$ cat src/rtl/pc_unit_pkg.sv
// Shared processor definitions for the program-counter unit: FSM states,
// reset/interrupt vector word addresses and pc_sel redirect codes.
package pc_unit_pkg;

  typedef enum logic [2:0] {
    ST_BOOT_HI = 3'd0,
    ST_BOOT_LO = 3'd1,
    ST_RUN     = 3'd2,
    ST_INT_HI  = 3'd3,
    ST_INT_LO  = 3'd4
  } pc_state_e;

  // Each vector is two 16-bit instruction-memory words, high half first.
  localparam logic [31:0] VEC_BOOT_HI_ADDR = 32'd0;
  localparam logic [31:0] VEC_BOOT_LO_ADDR = 32'd1;
  localparam logic [31:0] VEC_INT_HI_ADDR  = 32'd2;
  localparam logic [31:0] VEC_INT_LO_ADDR  = 32'd3;

  localparam logic [1:0] PC_SEL_SEQ    = 2'b00;
  localparam logic [1:0] PC_SEL_REBOOT = 2'b01;
  localparam logic [1:0] PC_SEL_INT    = 2'b10;
  localparam logic [1:0] PC_SEL_BRANCH = 2'b11;

  function automatic logic is_vec_state(pc_state_e s);
    return s != ST_RUN;
  endfunction

endpackage

$ cat src/rtl/pc_unit.sv
// Program counter with boot/interrupt vector fetch, branch and two-part stack return.
// Loads take effect on the next edge; fetch_flush follows one cycle later; no backpressure.
module pc_unit
  import pc_unit_pkg::*;
(
  input  logic        clk,
  input  logic        rst,
  input  logic        fetch_pc_enable,
  input  logic [1:0]  pc_sel,
  input  logic [31:0] branch_target,
  input  logic        pop_pc2,
  input  logic        pop_pc1,
  input  logic [15:0] dmem_rdata,
  input  logic [15:0] imem_data,
  output logic [31:0] imem_addr,
  output logic [31:0] pc,
  output logic        fetch_flush,
  output logic        vec_busy
);

  pc_state_e   state_q, state_d;
  logic [31:0] pc_q, pc_d;
  logic [15:0] vec_stage_q, vec_stage_d;
  logic [15:0] ret_stage_q, ret_stage_d;
  logic        flush_q, flush_d;

  always_ff @(posedge clk or negedge rst) begin
    if (!rst) begin
      state_q     <= ST_BOOT_HI;
      pc_q        <= 32'd0;
      vec_stage_q <= 16'd0;
      ret_stage_q <= 16'd0;
      flush_q     <= 1'b0;
    end else begin
      state_q     <= state_d;
      pc_q        <= pc_d;
      vec_stage_q <= vec_stage_d;
      ret_stage_q <= ret_stage_d;
      flush_q     <= flush_d;
    end
  end

  always_comb begin
    state_d     = state_q;
    pc_d        = pc_q;
    vec_stage_d = vec_stage_q;
    ret_stage_d = ret_stage_q;
    flush_d     = 1'b0;
    unique case (state_q)
      ST_BOOT_HI: begin
        vec_stage_d = imem_data;
        state_d     = ST_BOOT_LO;
      end
      ST_INT_HI: begin
        vec_stage_d = imem_data;
        state_d     = ST_INT_LO;
      end
      ST_BOOT_LO, ST_INT_LO: begin
        pc_d    = {vec_stage_q, imem_data};
        flush_d = 1'b1;
        state_d = ST_RUN;
      end
      ST_RUN: begin
        if (pop_pc1) begin
          pc_d    = {ret_stage_q, dmem_rdata};
          flush_d = 1'b1;
        end else if (pc_sel == PC_SEL_BRANCH) begin
          pc_d    = branch_target;
          flush_d = 1'b1;
        end else if (pc_sel == PC_SEL_INT) begin
          state_d = ST_INT_HI;
        end else if (pc_sel == PC_SEL_REBOOT) begin
          state_d = ST_BOOT_HI;
        end else if (fetch_pc_enable) begin
          pc_d = pc_q + 32'd1;
        end
        // A simultaneous pop_pc1 consumes the old high half, so the new one is dropped.
        if (pop_pc2 && !pop_pc1) begin
          ret_stage_d = dmem_rdata;
        end
      end
      default: begin
        state_d = ST_BOOT_HI;
      end
    endcase
  end

  always_comb begin
    imem_addr = pc_q;
    unique case (state_q)
      ST_BOOT_HI: imem_addr = VEC_BOOT_HI_ADDR;
      ST_BOOT_LO: imem_addr = VEC_BOOT_LO_ADDR;
      ST_INT_HI:  imem_addr = VEC_INT_HI_ADDR;
      ST_INT_LO:  imem_addr = VEC_INT_LO_ADDR;
      default:    imem_addr = pc_q;
    endcase
  end

  assign pc          = pc_q;
  assign fetch_flush = flush_q;
  assign vec_busy    = is_vec_state(state_q);

endmodule

$ cat config.mk
export PLATFORM = sky130hd
export DESIGN_NAME = pc_unit
export DESIGN_NICKNAME = d
export VERILOG_FILES = /design/src/rtl/pc_unit_pkg.sv /design/src/rtl/pc_unit.sv
export SDC_FILE = /design/constraint.sdc
export NUM_CORES = 1
export LEC_CHECK = 0
export BUFFER_PORTS_ARGS = -buffer_cell sky130_fd_sc_hd__buf_2
export CAP_MARGIN = 20
export CORE_AREA = 2 2 103 105
export DETAILED_ROUTE_END_ITERATION = 6
export DIE_AREA = 0 0 105 107
export PLACE_DENSITY_LB_ADDON = 0.15
export SETUP_SLACK_MARGIN = 0.1
export SYNTH_ARGS = -nofsm -noshare
export SYNTH_HDL_FRONTEND = slang
export SYNTH_SLANG_ARGS = --single-unit
$ cat constraint.sdc
create_clock -name clk -period 5.89 [get_ports clk]
set_input_delay 1.178 -clock clk [delete_from_list [all_inputs] [get_ports clk]]
set_output_delay 1.178 -clock clk [all_outputs]
set_load 0.005 [all_outputs]
## After elaboration in Yosys (flattened, before gate mapping)

Cells that the tools add are included.

| cells by class | value |
|---|---|
| add/sub/neg operators | 1 |
| equal/unequal tests | 14 |
| muxes and demuxes | 15 |
| reduce and logical (&&, ||, !) cells | 9 |

Operators by type and width:

| kind | number |
|---|---|
| 32-bit 2-to-1 mux | 5 |
| 32-bit one-hot mux with 4 select lines | 1 |
| 32-bit one-hot mux with 2 select lines | 1 |
| 32-bit by 1-bit adder with 32-bit output (second input constant) | 1 |
| 3-bit 2-to-1 mux | 4 |
| 4-bit inequality test (second input constant) | 3 |
| 3-bit one-hot mux with 4 select lines | 1 |
| 3-bit by 2-bit equality test with 1-bit output (second input constant) | 2 |
| 2-bit equality test (second input constant) | 2 |
| 2-bit inequality test (second input constant) | 2 |
| 4-bit AND reduction | 1 |
| 2-bit OR reduction | 2 |
| 3-bit by 1-bit equality test with 1-bit output (second input constant) | 1 |
| 3-bit equality test (second input constant) | 1 |
| 3-bit zero test | 1 |
| 3-bit by 2-bit inequality test with 1-bit output (second input constant) | 1 |
| 3-bit inequality test (second input constant) | 1 |
| 3-bit AND reduction | 1 |
| 2-bit by 1-bit equality test with 1-bit output (second input constant) | 1 |
| 1-bit 2-to-1 mux | 2 |
| 1-bit one-hot mux with 2 select lines | 1 |
| 2-bit AND reduction | 1 |
| 2-bit nonzero test | 1 |
| 1-bit logical AND | 1 |
| 1-bit zero test | 1 |

| word-level totals | value |
|---|---|
| register bits | 68 |

## Depth between registers and ports, before layout

Gate-level depths: netlist of the first run.

| depth | value |
|---|---|
| depth in word-level cells | 7 |
| gate-level depth with buffers | 8 |
| mapped depth without buffers | 7 |

## Worst setup path after synthesis of the first run

No wires, ideal clock.

| timing | value |
|---|---|
| path kind | input to register |
| start | in pc_sel[0] |
| end | reg pc_q[14] (netlist: pc[14]) |
| library setup time | 0.121 ns |
| data arrival time | 2.864 ns |
| required time | 5.769 ns |
| path slack | 2.905 ns |
| stages on the path | 8 |
| path buffers | 2 |
| cell sequence | ha_1 > or2_1 > clkbuf_1 > a211oi_1 > o21a_1 > buf_2 > a31oi_1 > o22a_1 |

| between the ends | value |
|---|---|
| word-level cells in the longest chain between the ends | 4 |
| elaborated cells between the ends (all ways) | 10 |
| classes of those cells | 6 x eq/ne; 3 x mux; 1 x reduce/logical |

RTL lines:

| what | line | RTL |
|---|---|---|
| start: declaration | pc_unit.sv:9 | `input logic [1:0] pc_sel,` |
| 2-bit equality test | pc_unit.sv:67 | `end else if (pc_sel == PC_SEL_BRANCH) begin` |
| 32-bit 2-to-1 mux | pc_unit.sv:67 |  |
| 32-bit 2-to-1 mux | pc_unit.sv:64 | `if (pop_pc1) begin` |
| 32-bit one-hot mux with 2 select lines | pc_unit.sv:49 | `unique case (state_q)` |
| end signal: assignment | pc_unit.sv:36 | `pc_q <= pc_d;` |
| end: declaration | pc_unit.sv:22 | `logic [31:0] pc_q, pc_d;` |

Several ways; a longest one is shown, not always the timed one.
A chain may end at the register's enable or synchronous reset.

## Worst setup path in the final report of the first run

| timing | value |
|---|---|
| start | reg state_q[1] |
| end | out vec_busy |

| between the ends | value |
|---|---|
| word-level cells in the longest chain between the ends | 1 |

RTL lines:

| what | line | RTL |
|---|---|---|
| start: declaration | pc_unit.sv:21 | `pc_state_e state_q, state_d;` |
| start signal: assignment | pc_unit.sv:35 | `state_q <= state_d;` |
| 3-bit by 2-bit inequality test with 1-bit output | pc_unit_pkg.sv:25 | `return s != ST_RUN;` |
| end: declaration | pc_unit.sv:18 | `output logic vec_busy` |

No other way between the ends.

==> run_results.csv, run 1 <==
group,metric,value,unit
floorplanning,design.core.area,10100,sq um
critical_path,crit_path_start,"state_q[1]",
critical_path,cp-start-kind,"flop",
clock_network,clkLatencyLatePin,370,ps
critical_path,reg2reg_from,"state_q[1]",
pwr,ir_drop,0.333,mV
global_routing,grt_remaining_overflow,0,
status,status,"finished clean",
finish,final_cell_mix,"buf_2, dfrtp_1, o21ai_0, nor2_1, a21oi_1",
synth,syn_inst,501,
detailed_routing,detail-route-antenna-nets,0,
sta,hold_viol,0,
critical_path,cpMaxStageDelayCell,"nor3b_2",
synth,synth_seq_cells,68,
synth,async_flop_share,1.00,
critical_path,crit_chain,"nor3b_2 -> inv_2 -> buf_2",
clock_network,cts_hold_buf,0,
sta,finClkSkew,11.0,ps
finish,nets,698,
sta,rsz0062_at_grt,"false",
floorplanning,start_util,0.440,
global_routing,use_met1,0.383,
detailed_routing,first_pass_iters,5,
clock_network,path_clk_slew,80,ps
pwr,p_clk_frac,0.148,
sta,setup_viol,0,
finish,drive_above_1_share,0.333,
critical_path,critPathCaptureType,"primary output",
clock_network,cts_tree,"built",
finish,fin_area,5490,sq um
global_routing,grt_usage,0.290,
hold_path,min_from,"vec_stage_q[8]",
synth,ys_seq_area_frac,0.384,
synth,synth-main-ff-cell,"dfrtp_1",
synth,yosys_warnings,0,
pwr,p_leak,2.40,nW
critical_path,slowest_delay,730,ps
sta,maxSlewHeadroom,0.307,
global_routing,grt_pass1_wl,25100,microns
finish,fin_util,0.544,
synth,synth_top_family_by_area,"compound AO/OA/AOI/OAI gates",
global_routing,grt_max_degree,48,
flow_run,maxCapViolCount,0,
clock_network,cts_sinks,68,
detailed_routing,drtIter0Drc,323,
synth,syn_nets,576,
global_routing,met2_usage,0.458,
sta,fmax,0.280,GHz
finish,final_common_cell,"buf_2",
hold_path,holdCritPathClass,"flop to flop",
pwr,p_seq_frac,0.317,
pwr,p_sw_frac,0.446,
clock_network,cts_setup_buffers,0,
clock_network,numCtsBuffers,9,
global_routing,grt_pass1_vias,4638,
sta,drv_slew,0,
sta,worstMarginPinSlew,1040,ps
placement,place_congestion,0.910,
sta,finalCritPeriodShare,0.607,
detailed_routing,vias,4725,
synth,synth-simple-area-share,0.211,
critical_path,worstPathArrival,2400,ps
sta,tns,0,ps
pwr,power.internal,1.84,mW
critical_path,crit_family,"simple AND/OR/NAND/NOR gates",
clock_network,cts_resized,0,
pwr,p_switching,1.48,mW
synth,synthMuxAreaShare,0.0902,
critical_path,path_buf_inv,2,
pwr,p_per_area,604,nW/um^2
global_routing,grt.busiest_layer,"met2",
floorplanning,row_count,37,
pwr,power.total,3.32,mW
finish,area_delta_synth_final,23.7,%
synth,synthAdderAreaFrac,0.0113,
synth,avgSynthCellArea,8.86,sq um
placement,hpwlAfterDp,11600,microns
synth,netlist_area,4440,sq um
detailed_routing,route.detailed.drc,0,
critical_path,crit_path_max_fanout,18,
detailed_routing,vias_per_cell,6.18,
sta,fin_crit,3580,ps
clock_network,cts_max_level,3,
finish,n_antenna_cell,0,
placement,port_buffers,136,
floorplanning,fp.dieH,107,microns
global_routing,grtUsageMet3,0.0456,
placement,placement.cell_area,5240,sq um
floorplanning,ios,137,
pwr,comb_power_share,0.535,
global_routing,grt_antenna_before_repair,0,
clock_network,cts_max_path_buffers,2,
floorplanning,die_w,105,microns
synth,synth_xor_area_frac,0.0197,
critical_path,path_class,"flop to primary output",
synth,synth_compound_area_frac,0.243,
clock_network,cts_root_buf,"clkbuf_8",
floorplanning,die_area,11200,sq um
detailed_routing,wl_per_cell,20.8,microns
synth,ys_types,64,
critical_path,cp.required,4710,ps
detailed_routing,finalWirelength,15900,microns
synth,synth-edff-count,0,
-- through the flow --
stage	instances	hold slack, ps	setup slack, ps
3_5_place_dp	748	491	2140
4_1_cts	764	508	2310
2_1_floorplan	501	470	2900
3_3_place_gp	748	484	2350
5_1_grt	764	526	2120
6_report	764	505	2310
-- routing by layer --
metal  wire length [microns]  vias to the layer above  part of all wire
met3                    1300                       38             0.082
li1                        -                     2133                 -
met5                       0                        -                 0
met2                    7390                      255              0.46
met1                    6630                     2299              0.42
met4                     591                        0             0.037
-- synth_stat cells (all sizes together) (3+ instances only) --
master   n  share of area
nor2b   29          0.041
nor2    34          0.029
mux2    32          0.081
nand2   31          0.026
clkbuf  30          0.026
buf      5         0.0054
o221ai   4         0.0079
dfrtp   68           0.38
o21ai   38          0.043
or2      3         0.0042
a31o     3         0.0059
o31ai    3         0.0051
a221o    3         0.0068
mux2i    4         0.0090
nand2b   3         0.0042
o21a     6          0.010
nor4     5         0.0071
nand4    9          0.013
xnor2    5         0.0099
o22a     4         0.0079
o22ai   14          0.020
and2     4         0.0056
o221a    3         0.0076
nand3   19          0.024
and3     7         0.0099
a31oi    7         0.0099
nor3    17          0.019
a211oi   4         0.0068
ha       4          0.011
a221oi   5         0.0099
and4     5         0.0099
nor3b    4         0.0079
a21oi   35          0.039
a22oi    5         0.0085
inv     11         0.0093
xor2     5         0.0099
o211ai   5         0.0085
-- power by group through the flow --
stage | registers (mW) | logic, mW | clock network [mW]
6_report | 1.05 | 1.77 | 0.491
5_1_grt | 1.09 | 1.96 | 0.515
4_1_cts | 1.04 | 1.77 | 0.495
3_5_place_dp | 1.05 | 1.76 | 0
3_3_place_gp | 1.04 | 1.72 | 0
2_1_floorplan | 0.928 | 1.19 | 0
-- flip-flops by register name (all words and copies together), names as in the netlist --
register / flops
fetch_flush: 1
pc: 32
state_q: 3
vec_stage_q: 16
ret_stage_q: 16
-- worst reg2reg max path, cell delays in order (launching register included) --
cell and delay [ps]:
dfrtp_1 690, nor3b_2 740, buf_4 360, nand3_1 720, mux2_2 570
-- worst paths after layout --
check	endpoint	cells after the start	slack, ps
hold reg to reg	vec_stage_q[8]	1	510
max in group asynchronous	ret_stage_q[7]	2	4040
setup reg to reg	ret_stage_q[15]	4	2690
hold / removal	vec_stage_q[8]	1	510
min in group asynchronous	vec_stage_q[1]	1	800
setup / recovery	vec_busy	3	2310
-- cells by family after synthesis --
logic type      count (synthesis)
simple gates                  176
compound gates                160
buf+inv                        47
flops                          68
fa+ha+maj                       4
xor+xnor                       10
mux                            36
-- cell type report --
cell class,count,area [sq um]
inverter,12,45.0
clock inverter,4,95.1
fill,992,4600
clock buffer,12,155
timing repair buffer,146,756
sequential,68,1700
tap,136,170
multi-input combinational,386,2570
No activity file was read; power rests on OpenSTA's default activity.
==> inputs of run 2 (changes only) <==
==> constraint.sdc (replaced) <==
create_clock -name clk -period 3.6 [get_ports clk]
set_input_delay 0.72 -clock clk [delete_from_list [all_inputs] [get_ports clk]]
set_output_delay 0.72 -clock clk [all_outputs]
set_load 0.005 [all_outputs]
==> run_results.csv, run 2 (same netlist as run 1, synthesis figures left out) <==
group,metric,value,unit
status,status,"finished clean",
sta,finClkSkew,9.60,ps
detailed_routing,vias,4704,
clock_network,cts_setup_buffers,0,
clock_network,cts_resized,0,
detailed_routing,finalWirelength,16300,microns
sta,fmax,0.344,GHz
global_routing,grt_usage,0.298,
clock_network,cts_max_path_buffers,2,
pwr,p_clk_frac,0.117,
sta,tns,0,ps
finish,final_cell_mix,"buf_2, dfrtp_1, o21ai_0, nor2_1, a21oi_1",
critical_path,cp-start-kind,"flop",
finish,regArea,1700,sq um
finish,multiInputGateArea,2560,sq um
pwr,comb_power_share,0.565,
floorplanning,die_w,105,microns
detailed_routing,vias_per_cell,6.10,
clock_network,cts_root_buf,"clkbuf_8",
pwr,ir_drop,0.413,mV
finish,n_antenna_cell,0,
detailed_routing,wl_per_cell,21.1,microns
sta,fin_ws,694,ps
global_routing,grt_remaining_overflow,0,
flow_run,maxCapViolCount,0,
clock_network,numCtsBuffers,9,
finish,area_delta_synth_final,23.8,%
global_routing,grt_pass1_vias,4651,
sta,drv_slew,0,
critical_path,crit_path_max_fanout,16,
finish,nets,706,
pwr,p_sw_frac,0.459,
sta,fin_crit,2910,ps
critical_path,cp.required,2880,ps
clock_network,cts_sinks,68,
finish,fin_area,5490,sq um
global_routing,grt_max_degree,38,
critical_path,worstPathArrival,2190,ps
placement,port_buffers,136,
sta,setup_viol,0,
floorplanning,fp.dieH,107,microns
critical_path,path_class,"flop to primary output",
critical_path,critPathCaptureType,"primary output",
placement,hpwlAfterDp,11900,microns
floorplanning,die_area,11200,sq um
global_routing,grt_antenna_before_repair,0,
pwr,p_per_area,965,nW/um^2
finish,drive_above_1_share,0.340,
sta,finalCritPeriodShare,0.807,
detailed_routing,route.detailed.drc,0,
pwr,p_seq_frac,0.318,
sta,rsz0062_at_grt,"false",
finish,final_common_cell,"buf_2",
global_routing,grt_pass1_wl,25600,microns
floorplanning,start_util,0.440,
finish,largest_reg_flops,32,
clock_network,cts_tree,"built",
clock_network,clkLatencyLatePin,360,ps
detailed_routing,first_pass_iters,5,
sta,worstMarginPinSlew,972,ps
placement,place_congestion,0.938,
finish,nFillCells,1002,
sta,hold_viol,0,
clock_network,cts_hold_buf,0,
floorplanning,design.core.area,10100,sq um
pwr,p_switching,2.43,mW
hold_path,holdCritPathClass,"primary input to asynchronous set/reset pin",
detailed_routing,drtIter0Drc,391,
pwr,power.internal,2.87,mW
pwr,p_leak,2.41,nW
placement,dp_slack,680,ps
sta,maxSlewHeadroom,0.352,
clock_network,cts_max_level,3,
pwr,power.total,5.30,mW
placement,placement.cell_area,5310,sq um
floorplanning,ios,137,
clock_network,path_clk_slew,70,ps
floorplanning,row_count,37,
detailed_routing,detail-route-antenna-nets,0,
-- run 2: cell types whose count changed in the layout (fill, tap and decap cells not counted), sizes merged --
| cell | change |
|---|---|
| buf | +8 |
| bufinv | -3 |
| clkbuf | +2 |
-- run 2: path summary, 6_finish.rpt --
kind,slack (ps),cells past startpoint,start,end
max,690,5,state_q[0],imem_addr[31]
min in group clk,510,1,vec_stage_q[15],vec_stage_q[15]
min reg2reg,510,1,vec_stage_q[15],vec_stage_q[15]
max reg2reg,990,6,pc[0],pc[30]
min,510,1,rst,ret_stage_q[1]
max in group asynchronous,2260,2,rst,vec_stage_q[8]
-- run 2: power by group through the flow --
stage               Combinational (mW)  Clock, mW  Sequential (mW)
floorplan                         1.95          0             1.52
global placement                  2.89          0             1.66
detailed placement                2.96          0             1.69
CTS                               2.98      0.624             1.67
global route                      3.28      0.657             1.75
finish                            3.00      0.618             1.69
-- run 2: stage by stage --
step,hold WS (ps),std cells,utilization
2_1_floorplan,424,501,-
3_3_place_gp,486,756,0.526
3_5_place_dp,491,756,0.526
4_1_cts,508,771,0.544
5_1_grt,530,771,0.544
6_report,508,771,0.544
-- run 2: area by class of cell --
type,instances,share of cell area
inverter,12,0.00820
multi-input combinational,386,0.466
sequential,68,0.310
clock buffer,14,0.0332
clock inverter,1,0.000911
tap,136,0.0310
timing repair buffer,154,0.151
-- run 2: critical path: stages, from the launching register on --
cell     delay [ps]
dfrtp_1         520
nor2b_1         150
a21oi_2         730
buf_12          240
nor2_1           60
buf_2           120
-- run 2: layer usage --
metal  global-route usage  wire, microns
met1                0.409           7070
met2                0.467           7380
met3               0.0468           1340
met5                    0              0
met4                0.130            476
